--- config.mk ---
export PLATFORM = sky130hd
export DESIGN_NAME = dmem_arbiter
export DESIGN_NICKNAME = d
export VERILOG_FILES = /design/src/rtl/dmem_arbiter.sv
export SDC_FILE = /design/constraint.sdc
export NUM_CORES = 1
export LEC_CHECK = 0
export CORE_MARGIN = 1.5
export CORE_UTILIZATION = 40
export CTS_CLUSTER_DIAMETER = 200
export DETAILED_ROUTE_END_ITERATION = 12
export DONT_BUFFER_PORTS = 1
export SYNTH_ARGS = -nofsm -noshare
export SYNTH_HDL_FRONTEND = slang
export SYNTH_SLANG_ARGS = --single-unit
--- constraint.sdc ---
create_clock -name clk -period 1.6 [get_ports clk]
set_input_delay 0.4 -clock clk [delete_from_list [all_inputs] [get_ports clk]]
set_output_delay 0.4 -clock clk [all_outputs]
set_load 0.05 [all_outputs]
--- src/rtl/dmem_arbiter.sv ---
// Two-port arbiter in front of a single-ported data memory: IDLE/ACCESS/RESP with fixed latency.
// Define DMEM_ARB_RR_EN for round-robin arbitration; otherwise port 0 has fixed priority.
module dmem_arbiter #(
    parameter int ADDR_BUS_WIDTH = 13,
    parameter int DATABUS_SIZE   = 24
) (
    input  logic                      clk,
    input  logic                      rst_n,
    input  logic                      p0_req_valid,
    input  logic                      p0_req_we,
    input  logic [ADDR_BUS_WIDTH-1:0] p0_req_addr,
    input  logic [DATABUS_SIZE-1:0]   p0_req_wdata,
    output logic                      p0_req_ready,
    output logic                      p0_rsp_valid,
    output logic [DATABUS_SIZE-1:0]   p0_rsp_rdata,
    input  logic                      p1_req_valid,
    input  logic                      p1_req_we,
    input  logic [ADDR_BUS_WIDTH-1:0] p1_req_addr,
    input  logic [DATABUS_SIZE-1:0]   p1_req_wdata,
    output logic                      p1_req_ready,
    output logic                      p1_rsp_valid,
    output logic [DATABUS_SIZE-1:0]   p1_rsp_rdata,
    output logic                      mem_read,
    output logic                      mem_write,
    output logic [ADDR_BUS_WIDTH-1:0] mem_address,
    output logic [DATABUS_SIZE-1:0]   mem_write_data,
    input  logic [DATABUS_SIZE-1:0]   mem_read_data,
    output logic                      busy,
    output logic [15:0]               p0_grant_cnt,
    output logic [15:0]               p1_grant_cnt
);

    typedef enum logic [1:0] {
        IDLE   = 2'd0,
        ACCESS = 2'd1,
        RESP   = 2'd2
    } state_t;

    state_t                    state_r;
    logic                      port_r;
    logic                      we_r;
    logic [ADDR_BUS_WIDTH-1:0] addr_r;
    logic [DATABUS_SIZE-1:0]   wdata_r;
    logic [DATABUS_SIZE-1:0]   p0_rdata_r;
    logic [DATABUS_SIZE-1:0]   p1_rdata_r;
    logic                      p0_rsp_r;
    logic                      p1_rsp_r;
    logic                      mem_read_r;
    logic                      mem_write_r;
    logic                      busy_r;
    logic [15:0]               p0_cnt_r;
    logic [15:0]               p1_cnt_r;

    logic                      winner_s;
    logic                      accept_s;
    logic                      sel_we_s;
    logic [ADDR_BUS_WIDTH-1:0] sel_addr_s;
    logic [DATABUS_SIZE-1:0]   sel_wdata_s;

    function automatic logic [15:0] sat_inc(input logic [15:0] value);
        if (value == 16'hFFFF) begin
            return value;
        end else begin
            return value + 16'd1;
        end
    endfunction

`ifdef DMEM_ARB_RR_EN
    logic prio_r;

    // Round-robin pointer: the port that lost the last acceptance gets priority.
    always_ff @(posedge clk or negedge rst_n) begin
        if (!rst_n) begin
            prio_r <= 1'b0;
        end else if (accept_s) begin
            prio_r <= ~winner_s;
        end
    end
`endif

    // Winner selection among pending requests.
    always_comb begin
        winner_s = 1'b0;
        if (p0_req_valid && p1_req_valid) begin
`ifdef DMEM_ARB_RR_EN
            winner_s = prio_r;
`else
            winner_s = 1'b0;
`endif
        end else if (p1_req_valid) begin
            winner_s = 1'b1;
        end else begin
            winner_s = 1'b0;
        end
    end

    // Request fields of the winning port.
    always_comb begin
        sel_we_s    = p0_req_we;
        sel_addr_s  = p0_req_addr;
        sel_wdata_s = p0_req_wdata;
        if (winner_s) begin
            sel_we_s    = p1_req_we;
            sel_addr_s  = p1_req_addr;
            sel_wdata_s = p1_req_wdata;
        end else begin
            sel_we_s    = p0_req_we;
            sel_addr_s  = p0_req_addr;
            sel_wdata_s = p0_req_wdata;
        end
    end

    // Ready is gated by rst_n so nothing is accepted while reset is held.
    assign accept_s     = rst_n && (state_r == IDLE) && (p0_req_valid || p1_req_valid);
    assign p0_req_ready = accept_s && !winner_s;
    assign p1_req_ready = accept_s && winner_s;

    // Main FSM: latch the winner, drive one memory cycle, then pulse the response.
    always_ff @(posedge clk or negedge rst_n) begin
        if (!rst_n) begin
            state_r     <= IDLE;
            port_r      <= 1'b0;
            we_r        <= 1'b0;
            addr_r      <= {ADDR_BUS_WIDTH{1'b0}};
            wdata_r     <= {DATABUS_SIZE{1'b0}};
            p0_rdata_r  <= {DATABUS_SIZE{1'b0}};
            p1_rdata_r  <= {DATABUS_SIZE{1'b0}};
            p0_rsp_r    <= 1'b0;
            p1_rsp_r    <= 1'b0;
            mem_read_r  <= 1'b0;
            mem_write_r <= 1'b0;
            busy_r      <= 1'b0;
        end else begin
            case (state_r)
                IDLE: begin
                    p0_rsp_r <= 1'b0;
                    p1_rsp_r <= 1'b0;
                    if (accept_s) begin
                        state_r     <= ACCESS;
                        port_r      <= winner_s;
                        we_r        <= sel_we_s;
                        addr_r      <= sel_addr_s;
                        wdata_r     <= sel_wdata_s;
                        mem_write_r <= sel_we_s;
                        mem_read_r  <= ~sel_we_s;
                        busy_r      <= 1'b1;
                    end
                end
                ACCESS: begin
                    state_r     <= RESP;
                    mem_write_r <= 1'b0;
                    mem_read_r  <= 1'b0;
                    if (port_r) begin
                        p1_rsp_r   <= 1'b1;
                        p1_rdata_r <= we_r ? {DATABUS_SIZE{1'b0}} : mem_read_data;
                    end else begin
                        p0_rsp_r   <= 1'b1;
                        p0_rdata_r <= we_r ? {DATABUS_SIZE{1'b0}} : mem_read_data;
                    end
                end
                RESP: begin
                    state_r  <= IDLE;
                    p0_rsp_r <= 1'b0;
                    p1_rsp_r <= 1'b0;
                    busy_r   <= 1'b0;
                end
                default: begin
                    state_r     <= IDLE;
                    p0_rsp_r    <= 1'b0;
                    p1_rsp_r    <= 1'b0;
                    mem_read_r  <= 1'b0;
                    mem_write_r <= 1'b0;
                    busy_r      <= 1'b0;
                end
            endcase
        end
    end

    // Saturating per-port acceptance counters.
    always_ff @(posedge clk or negedge rst_n) begin
        if (!rst_n) begin
            p0_cnt_r <= 16'd0;
            p1_cnt_r <= 16'd0;
        end else if (accept_s) begin
            if (winner_s) begin
                p1_cnt_r <= sat_inc(p1_cnt_r);
            end else begin
                p0_cnt_r <= sat_inc(p0_cnt_r);
            end
        end
    end

    assign p0_rsp_valid   = p0_rsp_r;
    assign p1_rsp_valid   = p1_rsp_r;
    assign p0_rsp_rdata   = p0_rdata_r;
    assign p1_rsp_rdata   = p1_rdata_r;
    assign mem_read       = mem_read_r;
    assign mem_write      = mem_write_r;
    assign mem_address    = addr_r;
    assign mem_write_data = wdata_r;
    assign busy           = busy_r;
    assign p0_grant_cnt   = p0_cnt_r;
    assign p1_grant_cnt   = p1_cnt_r;

endmodule

==> Yosys cells after proc, flatten, opt, wreduce, memory -nomap -nowiden <==
Index checks and enable logic that the tools add are counted.
Widths: inputs -> output; s select.
{ "totals": {"out_inout_bits": 124, "romBits": 0, "register_bits": 126, "mem_bits_rw": 0, "mem_count": 0, "in_bits": 104, "latch_bits": 0} }
{ "classes": {"shift": 0, "mul": 0, "magnitude_cmp": 0, "n_addsub": 2, "n_div": 0, "n_mux": 18, "eq_ne": 7, "n_reduce_logical": 15, "bitwise_logic": 7} }
{ "ops": {"columns": ["operator", "count"], "rows": [
  ["$mux 24", 2],
  ["$add 16x1->16 const B", 2],
  ["$eq 16x16->1 const B", 2],
  ["$mux 13", 1],
  ["$mux 1", 10],
  ["$reduce_and 2->1", 5],
  ["$not 1->1", 7],
  ["$ne 2x2->1 const B", 3],
  ["$pmux 1 s2", 3],
  ["$reduce_and 3->1", 2],
  ["$logic_and 1x1->1", 5],
  ["$pmux 2 s2", 1],
  ["$eq 2x1->1 const B", 1],
  ["$eq 2x2->1 const B", 1],
  ["$logic_not 2->1", 1],
  ["$mux 2", 1],
  ["$logic_not 1->1", 1],
  ["$logic_or 1x1->1", 1]
]} }

==> Logic depth before layout (Yosys ltp) <==
Gate-level depths: netlist (run 1).
{ "depth": {"word_depth": 6, "ltp_mapped": 6} }

==> Worst setup path before layout (run 1) <==
Ideal clock, no wire load.
{ "synth_timing": {"path_type": "register to register", "startpoint": "reg p0_cnt_r[0] (netlist: p0_grant_cnt[0])", "endpoint": "reg p0_cnt_r[1] (netlist: p0_grant_cnt[1])", "period_less_slack_ns": 2.084, "path_buffers": 0, "path_slack_ns": -0.484, "setup_time_ns": 0.125, "stages_incl_launch_ff": 6, "t_arrival_ns": 1.959, "path_cell_list": "dfrtp_1 ha_1 nand3_1 nor4_2 nor2_1 mux2_2"} }
{ "synth_between": {"elab_chain_cells": 3} }
{ "synth_rtl": {"columns": ["item", "line_no", "text"], "rows": [
  ["start, declared", "51", "logic [15:0] p0_cnt_r;"],
  ["start signal, assigned", "188", "p0_cnt_r <= sat_inc(p0_cnt_r);"],
  ["parallel branches: the longest is 3 deep, another holds $add 16x1->16", null, null]
]} }
Several ways; the timed one is not identified.
A chain may end at the register's enable or synchronous reset.

==> Final worst setup path (run 1) <==
{ "layout_timing": {"startpoint": "reg state_r[1]", "endpoint": "out p1_req_ready"} }
{ "layout_between": {"elab_chain_cells": 4} }
{ "layout_rtl": {"columns": ["item", "line_no", "text"], "rows": [
  ["start, declared", "39", "state_t state_r;"],
  ["start signal, assigned", "121", "state_r <= IDLE;"],
  ["start signal, assigned", "139", "state_r <= ACCESS;"],
  ["start signal, assigned", "150", "state_r <= RESP;"],
  ["$logic_not 2->1", "114", "assign accept_s = rst_n && (state_r == IDLE) && (p0_req_valid || p1_req_valid);"],
  ["$logic_and 1x1->1 (2 in series)", "114", null],
  ["$logic_and 1x1->1", "116", "assign p1_req_ready = accept_s && winner_s;"],
  ["end, declared", "20", "output logic p1_req_ready,"]
]} }
Every way passes these cells.

==> results of run 1 <==
==> cells in the final DEF (no fill, tap or decap), types with 3 or more instances in the layout <==
master and instances:
sky130_fd_sc_hd__mux2_2 4, sky130_fd_sc_hd__dfrtp_2 32, sky130_fd_sc_hd__o21a_1 3, sky130_fd_sc_hd__xor2_1 20
sky130_fd_sc_hd__buf_8 3, sky130_fd_sc_hd__nand2b_1 25, sky130_fd_sc_hd__inv_1 6, sky130_fd_sc_hd__clkbuf_8 5
sky130_fd_sc_hd__nor3_2 5, sky130_fd_sc_hd__nand4_1 11, sky130_fd_sc_hd__nor3_4 5, sky130_fd_sc_hd__o21ai_0 50
sky130_fd_sc_hd__nor4_4 7, sky130_fd_sc_hd__dfrtp_1 94, sky130_fd_sc_hd__nand2_1 60, sky130_fd_sc_hd__clkbuf_16 20
sky130_fd_sc_hd__nand3_1 12, sky130_fd_sc_hd__a21oi_1 40, sky130_fd_sc_hd__nor3b_2 3, sky130_fd_sc_hd__buf_4 58
sky130_fd_sc_hd__bufinv_16 5, sky130_fd_sc_hd__nor2_1 46, sky130_fd_sc_hd__buf_6 12, sky130_fd_sc_hd__clkinvlp_4 3
sky130_fd_sc_hd__mux2i_1 38, sky130_fd_sc_hd__nor3_1 4, sky130_fd_sc_hd__buf_12 5
==> what timing repair did <==
| item | CTS | global route |
|---|---|---|
| cloned | 0 | 5 |
| hold endpoints to repair | 126 | 126 |
| resized for setup | 23 | 39 |
| setup endpoints to repair | 10 | 96 |
| pin swaps | 12 | 17 |
| buffers inserted | 7 | 15 |
==> sequential cells by signal (all words and copies together), names as in the netlist <==
name,cells
busy,1
mem_address,13
mem_read,1
mem_write,1
mem_write_data,24
p0_grant_cnt,16
p0_rsp_rdata,24
p0_rsp_valid,1
p1_grant_cnt,16
p1_rsp_rdata,24
p1_rsp_valid,1
port_r,1
state_r,2
we_r,1
==> critical path, delay by kind of cell, from the launching register on <==
| kind | cells | cell delay [ps] |
|---|---|---|
| and+or+nand+nor | 2 | 240 |
| DFF | 1 | 400 |
| buffers and inverters | 2 | 350 |
==> cell type report <==
type | instances | area [um^2] | share of cell area
clock buffer | 23 | 498.0 | 0.06673
clock inverter | 9 | 178.9 | 0.02398
inverter | 8 | 36.28 | 0.004863
multi-input combinational | 369 | 2545 | 0.3410
sequential | 126 | 3193 | 0.4279
tap | 176 | 220.2 | 0.02951
timing repair buffer | 81 | 790.8 | 0.1060
==> per-layer routing <==
metal,vias to the layer above,track usage
li1,1973,-
met1,2033,0.2308
met2,222,0.3139
met3,27,0.07406
met4,0,0.1012
met5,-,0
==> through the flow <==
| stage | hold slack [ps] | setup TNS (ps) | setup slack, ps | util |
|---|---|---|---|---|
| global placement | 108.7 | -14.78 | -14.78 | 0.4704 |
| detailed placement | 109.6 | -307.1 | -73.18 | 0.4704 |
| CTS | -335.2 | -673.8 | -228.5 | 0.5351 |
| finish | -313.5 | -1404 | -198.7 | 0.5613 |
| global route | -338.6 | -4850 | -260.2 | 0.5613 |
| floorplan | 104.4 | -701.9 | -135.8 | - |
==> power breakdown <==
part | switching [uW] | internal [uW]
combinational | 1500 | 996
sequential | 3440 | 4060
clock | 1370 | 2970
total | 6310 | 8030
==> cells by family (layout without fill, tap and decap cells) <==
kind of cell / Yosys count / after routing / synth area share
AOI/OAI and AO/OA: 102 / 102 / 0.09797
xor gates and xnor gates: 23 / 23 / 0.03668
adders and majority gates: 2 / 2 / 0.004556
buffers and inverters: 35 / 121 / 0.02666
DFF: 126 / 126 / 0.5742
muxes: 43 / 43 / 0.07952
and+or+nand+nor: 199 / 199 / 0.1805
==> path summary, 6_finish.rpt <==
path	start	end	depth (start not counted)
hold / removal	rst_n	p0_grant_cnt[15]$_DFFE_PN0P_	0
setup / recovery	state_r[1]$_DFFE_PN0P_	p1_req_ready	4
setup reg to reg	p1_grant_cnt[1]$_DFFE_PN0P_	p1_grant_cnt[1]$_DFFE_PN0P_	6
max in group asynchronous	rst_n	p1_grant_cnt[9]$_DFFE_PN0P_	0
min in group clk	mem_read_data[9]	p0_rsp_rdata[9]$_DFFE_PN0P_	2
hold reg to reg	p1_grant_cnt[12]$_DFFE_PN0P_	p1_grant_cnt[12]$_DFFE_PN0P_	1
==> metrics, run 1 <==
result of the run finished, violations left; violated checks hold timing, setup timing; area enclosed by the die boundary 14440 um^2; Setup WS post-layout -198.7 ps; number of storage elements in the synthesis netlist 126; Top FF cell, synth sky130_fd_sc_hd__dfrtp_1; wire length reported by the detailed router 14890 um; final estimated routing congestion in global placement 0.8187; slowest library cell on the worst path sky130_fd_sc_hd__dfrtp_1; post-synth net total 636; Worst Setup End Kind output port; category of the worst setup path launch point flop; worst reg-to-reg setup slack -120 ps; maximum operating frequency 0.5560 GHz; number of cells after detailed placement 738; placeable core region 13300 um^2; register area share after synthesis 0.5742; starting density of the core 0.4130; Routed Antenna Nets 0; final period utilization 1.124; global route total overflow 0; met1 wire length 5870 um; clock latency reported for the late side of the worst-skew pair 410 ps; std cell rows 42; shortest clock period the worst path allows after layout 1799 ps; signal arrival time at the worst endpoint 1400 ps; category of the most critical setup path reg2out; top fanout value on the critical path 3; Cell variety after synth 41; DR WL/cell 18.81 um; number of synthesized flops with an enable pin 0; most used standard cells in the synthesized netlist sky130_fd_sc_hd__dfrtp_1, sky130_fd_sc_hd__nand2_1, sky130_fd_sc_hd__o21ai_0; smallest hold slack -313.5 ps; Max IR drop VDD 0.8286 mV; actual transition at the worst max-transition pin 801.9 ps; Filler cells 1128; total power draw 14330 uW; post-detailed-placement cell area 6254 um^2; total DRC errors in the routed layout 0; die height 120.2 um; number of top-level pins 228; worst-case clock skew 6.528 ps; number of standard cells in the layout, taps in and fillers out 792; Highest Signal Layer met4; Final setup violation count 22; vias per cell 5.372; DR pass1 iterations 4; CTS root buf sky130_fd_sc_hd__clkbuf_16; P per Cell Area 1921 nW/um^2; number of warnings reported in the yosys synthesis log 0; syn_area_per_cell 10.36 um^2; GRT Overall Usage 0.1964; via count 4255; Slowest Stage Delay on Critical Path 400 ps; CTS tree yes; maximum number of pins on one net before global-route repair 131; global-route wire length before repair 22050 um; fraction of post-synthesis cell area in the top cell type by area 0.5742; cell taking the most area after synthesis sky130_fd_sc_hd__dfrtp_1; Cell Chain, Critical Path nor3b_2 -> buf_4 -> nand2_4 -> clkinvlp_4; CTS Buf Count 17; Slew Limit Fails 0; number of levels the H-tree was split into 4; routed length on met3 1319 um; Post-DP HPWL 9642 um; count of clock tree sinks 126; length of routed met2 wiring 7301 um; Netlist Area Pre-Place 5492 um^2; Area contributors post-synth sky130_fd_sc_hd__dfrtp_1, sky130_fd_sc_hd__mux2i_1, sky130_fd_sc_hd__o21ai_0; Max Root-Sink Buffers 2; clock-pin slew on the worst setup and hold paths 60 ps; Post-Synthesis Cells 530; ratio of cells with drive above 1 in the final layout 0.3133; Hold Crit Class in2async; Total Nets Final 709; synthesis-to-finish area growth 35.89%; Fin. Hold Viols 126; number of max-capacitance violations reported 0; Initial DRC Count 212; most frequent cell after synthesis sky130_fd_sc_hd__dfrtp_1; RSZ-0062 raised after global routing true; Antenna Cells 0; number of global-route vias before repair 4272; CP Data Required Time 1200 ps; max_slew headroom 0.4654; total of buffers placed on input and output ports 0; ys async rst share 1.000; Horiz. Die Dim 120.2 um; leakage power total 0.003234 uW; initial antenna violation count 0; final instance area 7462 um^2
(Power assumes the default switching activity.)
==> run 2: changes to the inputs <==
--- a/config.mk
+++ b/config.mk
@@ -13,3 +13,4 @@
 export SYNTH_ARGS = -nofsm -noshare
 export SYNTH_HDL_FRONTEND = slang
 export SYNTH_SLANG_ARGS = --single-unit
+export TNS_END_PERCENT = 5
==> run 2 against run 1 <==
  * The run still ends with hold timing, setup timing left
  * Flip-flop and latch count did not move
  * Worst setup slack improved by 15 ps
  * Register-to-register slack improved by 20 ps
  * Critical path depth rose by 1
  * Maximum frequency rose by 0.87%
  * Critical path type unchanged
  * Largest cell class unchanged
  * Largest power group unchanged
==> metrics, run 2 (synthesis gave the netlist of run 1 again) <==
result of the run finished, violations left (unchanged); violated checks hold timing, setup timing (unchanged); maximum operating frequency 0.5608 GHz (was 0.5560 GHz); post-detailed-placement cell area 6243 um^2 (was 6254 um^2); wire length reported by the detailed router 13390 um (was 14890 um); actual transition at the worst max-transition pin 700.4 ps (was 801.9 ps); total DRC errors in the routed layout 0 (unchanged); top fanout value on the critical path 3 (unchanged); Clock power frac 0.281 (was 0.303); Setup WS post-layout -183.2 ps (was -198.7 ps); Fin. Hold Viols 126 (unchanged); number of max-capacitance violations reported 0 (unchanged); smallest hold slack -318.5 ps (was -313.5 ps); met3 GRT Util 0.07217 (was 0.07406); Initial DRC Count 169 (was 212); multi-input gate area in the final layout 2452 um^2 (was 2545 um^2); commonest cells after routing, fill and taps aside sky130_fd_sc_hd__dfrtp_1, sky130_fd_sc_hd__nand2_1, sky130_fd_sc_hd__buf_4, sky130_fd_sc_hd__o21ai_0, sky130_fd_sc_hd__nor2_1 (unchanged); Slew Limit Fails 0 (unchanged); category of the worst setup path launch point flop (unchanged); final estimated routing congestion in global placement 0.8319 (was 0.8187); setup slack at placement -79.68 ps (was -73.18 ps); max_slew headroom 0.5331 (was 0.4654); Filler cells 1164 (was 1128); clock-pin slew on the worst setup and hold paths 60 ps (about the same); leakage power total 0.003058 uW (was 0.003234 uW); category of the most critical setup path reg2out (unchanged); global route total overflow 0 (unchanged); CTS tree yes (unchanged); busiest grt layer met2 (unchanged); Max Root-Sink Buffers 2 (unchanged); sequential cell area in the final layout 3193 um^2 (unchanged); most common cell after layout, fill and taps aside sky130_fd_sc_hd__dfrtp_1 (unchanged); std cell rows 42 (unchanged); net switching share of the total power 0.4626 (was 0.4400); Horiz. Die Dim 120.2 um (unchanged); ratio of cells with drive above 1 in the final layout 0.2968 (was 0.3133); vias per cell 5.295 (was 5.372); CP Data Required Time 1200 ps (about the same); starting density of the core 0.4130 (unchanged); met1 Resource Use GR 0.2350 (was 0.2308); via count 4125 (was 4255); Total Nets Final 696 (was 709); RSZ-0062 raised after global routing true (unchanged); initial antenna violation count 0 (unchanged); number of global-route vias before repair 4111 (was 4272); number of top-level pins 228 (unchanged); worst-case clock skew 4.974 ps (was 6.528 ps); Net Sw Power 6279 uW (was 6308 uW); number of levels the H-tree was split into 4 (unchanged); DR pass1 iterations 4 (unchanged); Max IR drop VDD 0.8044 mV (was 0.8286 mV); shortest clock period the worst path allows after layout 1783 ps (was 1799 ps); GRT Overall Usage 0.1882 (was 0.1964); Hold Crit Class in2async (unchanged); die height 120.2 um (unchanged); final period utilization 1.115 (was 1.124); number of cells after detailed placement 738 (unchanged); Routed Antenna Nets 0 (unchanged); internal power 7294 uW (was 8026 uW); Util after Layout 0.5347 (was 0.5613); P per Cell Area 1909 nW/um^2 (was 1921 nW/um^2); placeable core region 13300 um^2 (unchanged); number of standard cells in the layout, taps in and fillers out 779 (was 792); signal arrival time at the worst endpoint 1380 ps (was 1400 ps); Post-DP HPWL 9336 um (was 9642 um); Worst Setup End Kind output port (unchanged); CTS root buf sky130_fd_sc_hd__clkbuf_16 (unchanged); met2 Usage GRT 0.2914 (was 0.3139); count of clock tree sinks 126 (unchanged); area enclosed by the die boundary 14440 um^2 (unchanged); Antenna Cells 0 (unchanged); CTS Buf Count 17 (unchanged); global-route wire length before repair 21190 um (was 22050 um); final instance area 7109 um^2 (was 7462 um^2); combinational share of power 0.164 (was 0.174); DR WL/cell 17.19 um (was 18.81 um); Final setup violation count 34 (was 22); clock latency reported for the late side of the worst-skew pair 410 ps (about the same); total of buffers placed on input and output ports 0 (unchanged); proportion of power drawn by flip-flops and latches 0.554 (was 0.523); maximum number of pins on one net before global-route repair 131 (unchanged); synthesis-to-finish area growth 29.46% (was 35.89%)
run 2: cell types whose count changed in the layout (fill, tap and decap cells not counted), sizes merged:
cell / before / now
bufinv: 5 / 2
inv: 7 / 10
clkinvlp: 3 / 5
clkinv: 2 / 4
buf: 78 / 68
clkbuf: 26 / 19
run 2: critical path, stage by stage, from the launching register on:
cell                      delay, ps
sky130_fd_sc_hd__dfrtp_1        400
sky130_fd_sc_hd__nor3b_2        180
sky130_fd_sc_hd__buf_4          150
sky130_fd_sc_hd__nand2_4         60
sky130_fd_sc_hd__inv_4           60
sky130_fd_sc_hd__buf_12         120
run 2: power groups by stage:
stage	combinational (uW)	sequential, uW	clock (uW)
floorplan	1070	7870	0
global placement	2080	7570	0
detailed placement	2170	7590	0
CTS	2210	7540	3890
global route	2500	7650	4040
finish	2230	7520	3820
run 2: layer usage:
| metal | up-vias | routed length (um) | part of all wire |
|---|---|---|---|
| met1 | 1965 | 5484 | 0.41 |
| met4 | 0 | 304 | 0.023 |
| met3 | 23 | 1237 | 0.092 |
| met2 | 189 | 6363 | 0.48 |
| li1 | 1948 | - | - |
| met5 | - | 0 | 0 |
run 2: timing repair:
item | CTS | global route
gates cloned | 0 | 0
pin swaps | 6 | 14
endpoints found under the hold margin | 126 | 126
endpoints found under the setup margin | 8 | 78
resized for setup | 27 | 19
buffers inserted | 6 | 4
run 2: worst paths after layout:
| kind | from | to | cells past startpoint | slack (ps) |
|---|---|---|---|---|
| min reg2reg | p1_grant_cnt[12]$_DFFE_PN0P_ | p1_grant_cnt[12]$_DFFE_PN0P_ | 1 | 490 |
| max in group asynchronous | rst_n | p1_grant_cnt[6]$_DFFE_PN0P_ | 0 | 1720 |
| max reg2reg | state_r[1]$_DFFE_PN0P_ | p1_grant_cnt[13]$_DFFE_PN0P_ | 7 | -100 |
| max | state_r[1]$_DFFE_PN0P_ | p1_req_ready | 5 | -180 |
| min in group clk | mem_read_data[6] | p0_rsp_rdata[6]$_DFFE_PN0P_ | 2 | 160 |
| min | rst_n | p0_grant_cnt[15]$_DFFE_PN0P_ | 0 | -320 |
run 2: cell type report:
class / count / share of cell area
inverters: 8 / 0.004928
well taps: 176 / 0.03097
multi-input cells: 369 / 0.3449
clock buffers: 19 / 0.06371
clock inverters: 13 / 0.01954
flip-flops and latches: 126 / 0.4491
repair buffers: 68 / 0.08677
run 2: per-stage QoR:
step | power (uW) | setup TNS [ps] | hold slack, ps
after global placement | 9652 | -45.11 | 108.4
after floorplan | 8935 | -1305 | 104.4
after detailed placement | 9759 | -194.4 | 108.4
final | 13570 | -1648 | -318.5
after CTS | 13640 | -693.3 | -336.6
after global routing | 14200 | -6862 | -339.6
